`config.mk`:
```
export PLATFORM = sky130hd
export DESIGN_NAME = load_store_unit
export DESIGN_NICKNAME = d
export VERILOG_FILES = /design/src/rtl/load_store_unit.sv
export SDC_FILE = /design/constraint.sdc
export NUM_CORES = 1
export LEC_CHECK = 0
export ABC_AREA = 1
export CAP_MARGIN = 10
export CORE_MARGIN = 2
export CORE_UTILIZATION = 44
export DETAILED_ROUTE_END_ITERATION = 8
export PLACE_DENSITY = 0.84
export RECOVER_POWER = 100
export SYNTH_ARGS = -nofsm -noshare
export SYNTH_HDL_FRONTEND = slang
export SYNTH_SLANG_ARGS = --single-unit
```
`constraint.sdc`:
```
create_clock -name clk -period 5 [get_ports clk]
set_input_delay 1.5 -clock clk [delete_from_list [all_inputs] [get_ports clk]]
set_output_delay 1.5 -clock clk [all_outputs]
set_load 0.01 [all_outputs]
```
`src/rtl/load_store_unit.sv`:
```
// load_store_unit: data-memory initiator issuing word-aligned bus accesses with byte lanes, load formatting and timeout.
// Define LSU_MISALIGN_TRAP_EN to trap misaligned accesses instead of silently aligning them.
module load_store_unit #(
    parameter int DATA_WIDTH     = 32,
    parameter int ADDR_WIDTH     = 32,
    parameter int TIMEOUT_CYCLES = 255
) (
    input  logic                  clk,
    input  logic                  reset,
    input  logic                  lsu_req,
    input  logic                  lsu_we,
    input  logic [2:0]            lsu_funct3,
    input  logic [ADDR_WIDTH-1:0] lsu_addr,
    input  logic [DATA_WIDTH-1:0] lsu_wdata,
    output logic                  lsu_busy,
    output logic                  lsu_done,
    output logic [DATA_WIDTH-1:0] lsu_rdata,
    output logic                  lsu_fault,
    output logic                  lsu_misaligned,
    output logic                  bus_req,
    output logic                  bus_we,
    output logic [3:0]            bus_be,
    output logic [ADDR_WIDTH-1:0] bus_addr,
    output logic [DATA_WIDTH-1:0] bus_wdata,
    input  logic                  bus_gnt,
    input  logic                  bus_rvalid,
    input  logic [DATA_WIDTH-1:0] bus_rdata
);
    localparam int CW = $clog2(TIMEOUT_CYCLES + 1);

    typedef enum logic [1:0] {IDLE, REQ, WAIT, DONE} state_e;

    state_e                state_q, state_d;
    logic                  we_q;
    logic [2:0]            f3_q;
    logic [1:0]            off_q, off_d;
    logic [CW-1:0]         cnt_q, cnt_d;
    logic [DATA_WIDTH-1:0] rdata_q, rdata_d, fmt;
    logic                  fault_q, fault_d;
    logic                  bus_req_q, bus_req_d, bus_we_q;
    logic [3:0]            bus_be_q, be_d;
    logic [ADDR_WIDTH-1:0] bus_addr_q;
    logic [DATA_WIDTH-1:0] bus_wdata_q, wdata_d;
    logic                  accept, illegal, trap, skip, timeout, complete, expire;
    logic [7:0]            sel_b;
    logic [15:0]           sel_h;

    assign accept  = state_q == IDLE && lsu_req;
    assign illegal = lsu_funct3 == 3'b011 || lsu_funct3[2:1] == 2'b11 || (lsu_we && lsu_funct3[2]);
`ifdef LSU_MISALIGN_TRAP_EN
    logic mis_q, mis_d;
    assign trap  = !illegal && ((lsu_funct3[1:0] == 2'b01 && lsu_addr[0]) ||
                                (lsu_funct3[1:0] == 2'b10 && lsu_addr[1:0] != 2'b00));
    assign off_d = lsu_addr[1:0];
    assign mis_d = accept && trap;
    assign lsu_misaligned = mis_q;
`else
    // Without trapping, the offending low address bits are dropped and the access proceeds aligned.
    assign trap  = 1'b0;
    assign off_d = lsu_funct3[1:0] == 2'b01 ? {lsu_addr[1], 1'b0} :
                   lsu_funct3[1:0] == 2'b10 ? 2'b00 : lsu_addr[1:0];
    assign lsu_misaligned = 1'b0;
`endif
    assign skip     = illegal || trap;
    assign timeout  = cnt_q == CW'(TIMEOUT_CYCLES - 1);
    assign complete = (state_q == REQ && bus_gnt && (we_q || bus_rvalid)) || (state_q == WAIT && bus_rvalid);
    // A response in the final allowed cycle still wins over the timeout.
    assign expire   = (state_q == REQ || state_q == WAIT) && timeout && !complete;

    always_ff @(posedge clk or posedge reset) begin
        if (reset) state_q <= IDLE;
        else       state_q <= state_d;
    end

    always_comb begin
        state_d = state_q;
        unique case (state_q)
            IDLE:    state_d = !lsu_req ? IDLE : skip ? DONE : REQ;
            REQ:     state_d = (complete || expire) ? DONE : bus_gnt ? WAIT : REQ;
            WAIT:    state_d = (complete || expire) ? DONE : WAIT;
            default: state_d = IDLE;
        endcase
    end

    always_comb begin
        lsu_busy = accept || state_q == REQ || state_q == WAIT;
        lsu_done = state_q == DONE;
    end

    always_comb begin
        sel_b     = bus_rdata[{off_q, 3'b000} +: 8];
        sel_h     = off_q[1] ? bus_rdata[31:16] : bus_rdata[15:0];
        fmt       = f3_q[1:0] == 2'b00 ? {{24{sel_b[7] & ~f3_q[2]}}, sel_b} :
                    f3_q[1:0] == 2'b01 ? {{16{sel_h[15] & ~f3_q[2]}}, sel_h} : bus_rdata;
        rdata_d   = (complete && !we_q) ? fmt : expire ? '0 : rdata_q;
        cnt_d     = (state_q == REQ || state_q == WAIT) ? cnt_q + CW'(1) : '0;
        fault_d   = (accept && illegal) || expire;
        bus_req_d = state_d == REQ;
        be_d      = !lsu_we ? 4'b1111 :
                    lsu_funct3[1:0] == 2'b00 ? 4'b0001 << off_d :
                    lsu_funct3[1:0] == 2'b01 ? 4'b0011 << off_d : 4'b1111;
        wdata_d   = lsu_funct3[1:0] == 2'b00 ? {4{lsu_wdata[7:0]}} :
                    lsu_funct3[1:0] == 2'b01 ? {2{lsu_wdata[15:0]}} : lsu_wdata;
    end

    always_ff @(posedge clk or posedge reset) begin
        if (reset) begin
            we_q        <= 1'b0;
            f3_q        <= '0;
            off_q       <= '0;
            cnt_q       <= '0;
            rdata_q     <= '0;
            fault_q     <= 1'b0;
            bus_req_q   <= 1'b0;
            bus_we_q    <= 1'b0;
            bus_be_q    <= '0;
            bus_addr_q  <= '0;
            bus_wdata_q <= '0;
        end else begin
            cnt_q     <= cnt_d;
            rdata_q   <= rdata_d;
            fault_q   <= fault_d;
            bus_req_q <= bus_req_d;
            if (accept && !skip) begin
                we_q        <= lsu_we;
                f3_q        <= lsu_funct3;
                off_q       <= off_d;
                bus_we_q    <= lsu_we;
                bus_be_q    <= be_d;
                bus_addr_q  <= {lsu_addr[ADDR_WIDTH-1:2], 2'b00};
                bus_wdata_q <= wdata_d;
            end
        end
    end

`ifdef LSU_MISALIGN_TRAP_EN
    always_ff @(posedge clk or posedge reset) begin
        if (reset) mis_q <= 1'b0;
        else       mis_q <= mis_d;
    end
`endif

    assign lsu_rdata = rdata_q;
    assign lsu_fault = fault_q;
    assign bus_req   = bus_req_q;
    assign bus_we    = bus_we_q;
    assign bus_be    = bus_be_q;
    assign bus_addr  = bus_addr_q;
    assign bus_wdata = bus_wdata_q;
endmodule

```
==> qor.yml <==
dp_slack_ps: 760
start_util_pct: 45.5
drcViolationCount: 0
ctsRootBufferMaster: "clkbuf_16"
max-cap-violations: 1
finalPower_uw: 4800
ir_drop_mv: 0.251
critical_path.startpoint_type: "input pin"
postCtsHoldBufs: 0
crit_path_end_kind: "flop"
antenna_found_initial: 0
synthArstFlopShare_pct: 100
setup_violations: 0
final-hold-violation-count: 0
tightestPinTransition_ps: 2470
vias_per_cell: 5.01
cts_made_buffers: 17
io_pins: 211
synthCells: 701
grt_pass1_vias: 5116
synth.distinct_cells: 24
drtAntennaViolNets: 0
clockBufferDepth: 2
hold_class: "reg2reg"
setup_ws_ps: 691
worstPathRequired_ps: 5310
ys.flop_type: "dfrtp_1"
yosys_warnings: 0
diodes: 0
drtPass1Iterations: 5
syn_to_final_growth_pct: 48.9
setup_tns_ps: 0
cts_setup_buffers: 0
die_area_um2: 13500
violations: "capacitance limit, slew limit"
gr-usage-all-layers_pct: 24.8
routabilityCongestion: 0.812
std_cell_rows: 40
dp_hpwl_mm: 11.4
rsz0062_at_grt: "false"
fp.coreArea_um2: 12200
period_share_pct: 86.2
drt-initial-drc-count: 413
tritoncts: "done"
die_h_um: 116
powerDensity_nw_per_um2: 583
die_w_um: 116
clkSinkCount: 116
wire_per_inst_um: 15.0
overflow: 0
finClkSkew_ps: 6.95
totalWireLength_mm: 16.2
syn_avg_cell_area_um2: 7.89
critical_path_class: "in2reg"
relSlewSlack_pct: -64.7
grt_max_degree: 65
cp_max_fo: 55
clock_latency_ps: 420
slew_viol_final: 64
synth_area_um2: 5530
layout.nets: 1006
drive_gt1_share_pct: 4.19
seq_area_frac_synth_pct: 52.5
portBuffers: 207
synth_seq_cells: 116
min_period_ps: 4310
h-tree-depth: 4
cellLeakagePower_uw: 0.00389
cts_resized: 0
fillers: 988
synth_edf_count: 0
fmaxAchievable_mhz: 232
outcome: "finished, violations left"
grt_pass1_wl_mm: 25.3
vias: 5394
path_clk_slew_ps: 50
worst_ep_arrival_time_ps: 4620
## routing by layer
layer	vias up	GRT usage [%]	wire, um
met5	-	0	0
met4	0	11.9	478
met3	41	7.58	1280
met2	198	38.9	7660
met1	2493	31.3	6740
li1	2662	-	-
## per-stage QoR
| step | hold slack (ps) | instances | cell area, um^2 | utilization (%) |
|---|---|---|---|---|
| floorplan | 466 | 703 | 5540 | - |
| global placement | 453 | 1044 | 7670 | 63.1 |
| detailed placement | 458 | 1044 | 7670 | 63.1 |
| CTS | 472 | 1076 | 8250 | 67.8 |
| global route | 477 | 1076 | 8230 | 67.7 |
| finish | 464 | 1076 | 8230 | 67.7 |
## path summary, 6_finish.rpt
kind | end | start | slack [ps] | cells after the start
max | bus_wdata[31]$_DFFE_PP0P_ | lsu_funct3[1] | 690 | 7
min | bus_addr[11]$_DFFE_PP0P_ | bus_addr[11]$_DFFE_PP0P_ | 460 | 2
max reg2reg | bus_wdata[31]$_DFFE_PP0P_ | state_q[0]$_DFF_PP0_ | 2070 | 7
min reg2reg | bus_addr[11]$_DFFE_PP0P_ | bus_addr[11]$_DFFE_PP0P_ | 460 | 2
max in group asynchronous | bus_wdata[13]$_DFFE_PP0P_ | reset | 1200 | 2
min in group asynchronous | bus_addr[13]$_DFFE_PP0P_ | reset | 2390 | 2
## registers in the layout, summed over array words and instances, names as in the netlist
signal	cells
f3_q	3
bus_we	1
lsu_fault	1
lsu_rdata	32
state_q	2
cnt_q	8
bus_req	1
bus_addr	30
off_q	2
bus_wdata	32
bus_be	4
## area by class of cell
class                   count  area, um^2  area share, %
flip-flops and latches    116        2900           35.3
inverters                  33         124           1.50
well taps                 168         210           2.55
repair buffers            212        2120           25.7
multi-input cells         515        2300           27.9
clock buffers              24         482           5.85
clock inverters             8         100           1.22
## kinds of logic (layout without fill, tap and decap cells)
group,after synthesis,in the layout,share of synthesized area (%)
simple gates,387,387,27.9
compound gates,119,119,12.3
flops,116,116,52.5
buf+inv,72,277,5.88
fa+ha+maj,6,6,1.36
other cells,1,3,0.0678
## power by group
group	total, uW	switching (uW)	internal (uW)
clock network	1200	426	771
registers	1610	250	1360
logic	2000	1070	932
total	4800	1740	3060
## critical path, stage by stage
cell and delay, ps:
dlygate4sd3_1 780, a21oi_1 230, nor2_1 70, nor2_1 760, clkbuf_2 910, nand4_1 190, o21a_1 170
## cells in the mapped netlist, types with 4 or more instances
master	number	area share (%)
nand2_1	280	19
clkbuf_1	11	0.75
inv_1	29	2.0
a31oi_1	17	1.9
nand4_1	8	0.91
a21oi_1	25	2.3
buf_2	20	1.8
buf_4	8	1.1
ha_1	6	1.4
o21ai_1	23	2.1
o211ai_1	7	0.95
o21a_1	9	1.2
nor2_1	53	3.6
nand3_1	41	3.7
dfrtp_1	116	53
inv_2	4	0.27
o21ai_0	33	3.0
## layout by cell type (no fill, tap or decap)
cell             count
nand2_1            280
dfrtp_1            116
dlygate4sd3_1      106
clkdlybuf4s50_1    101
nor2_1              55
o21ai_0             52
nand3_1             41
inv_1               30
a21oi_1             25
a31oi_1             17
clkbuf_16           17
o21a_1               9
nand4_1              8
o211ai_1             7
ha_1                 6
clkbuf_1             5
o21ai_1              4
inv_2                3
o22a_1               3
conb_1               3
clkbuf_8             3
clkinv_2             3
nor2_2               2
bufinv_16            2
clkinv_4             2
buf_4                2
a31oi_2              1
nand3b_1             1
a22oi_1              1
clkinvlp_4           1
clkbuf_2             1
buf_12               1
(Power assumes the default switching activity.)
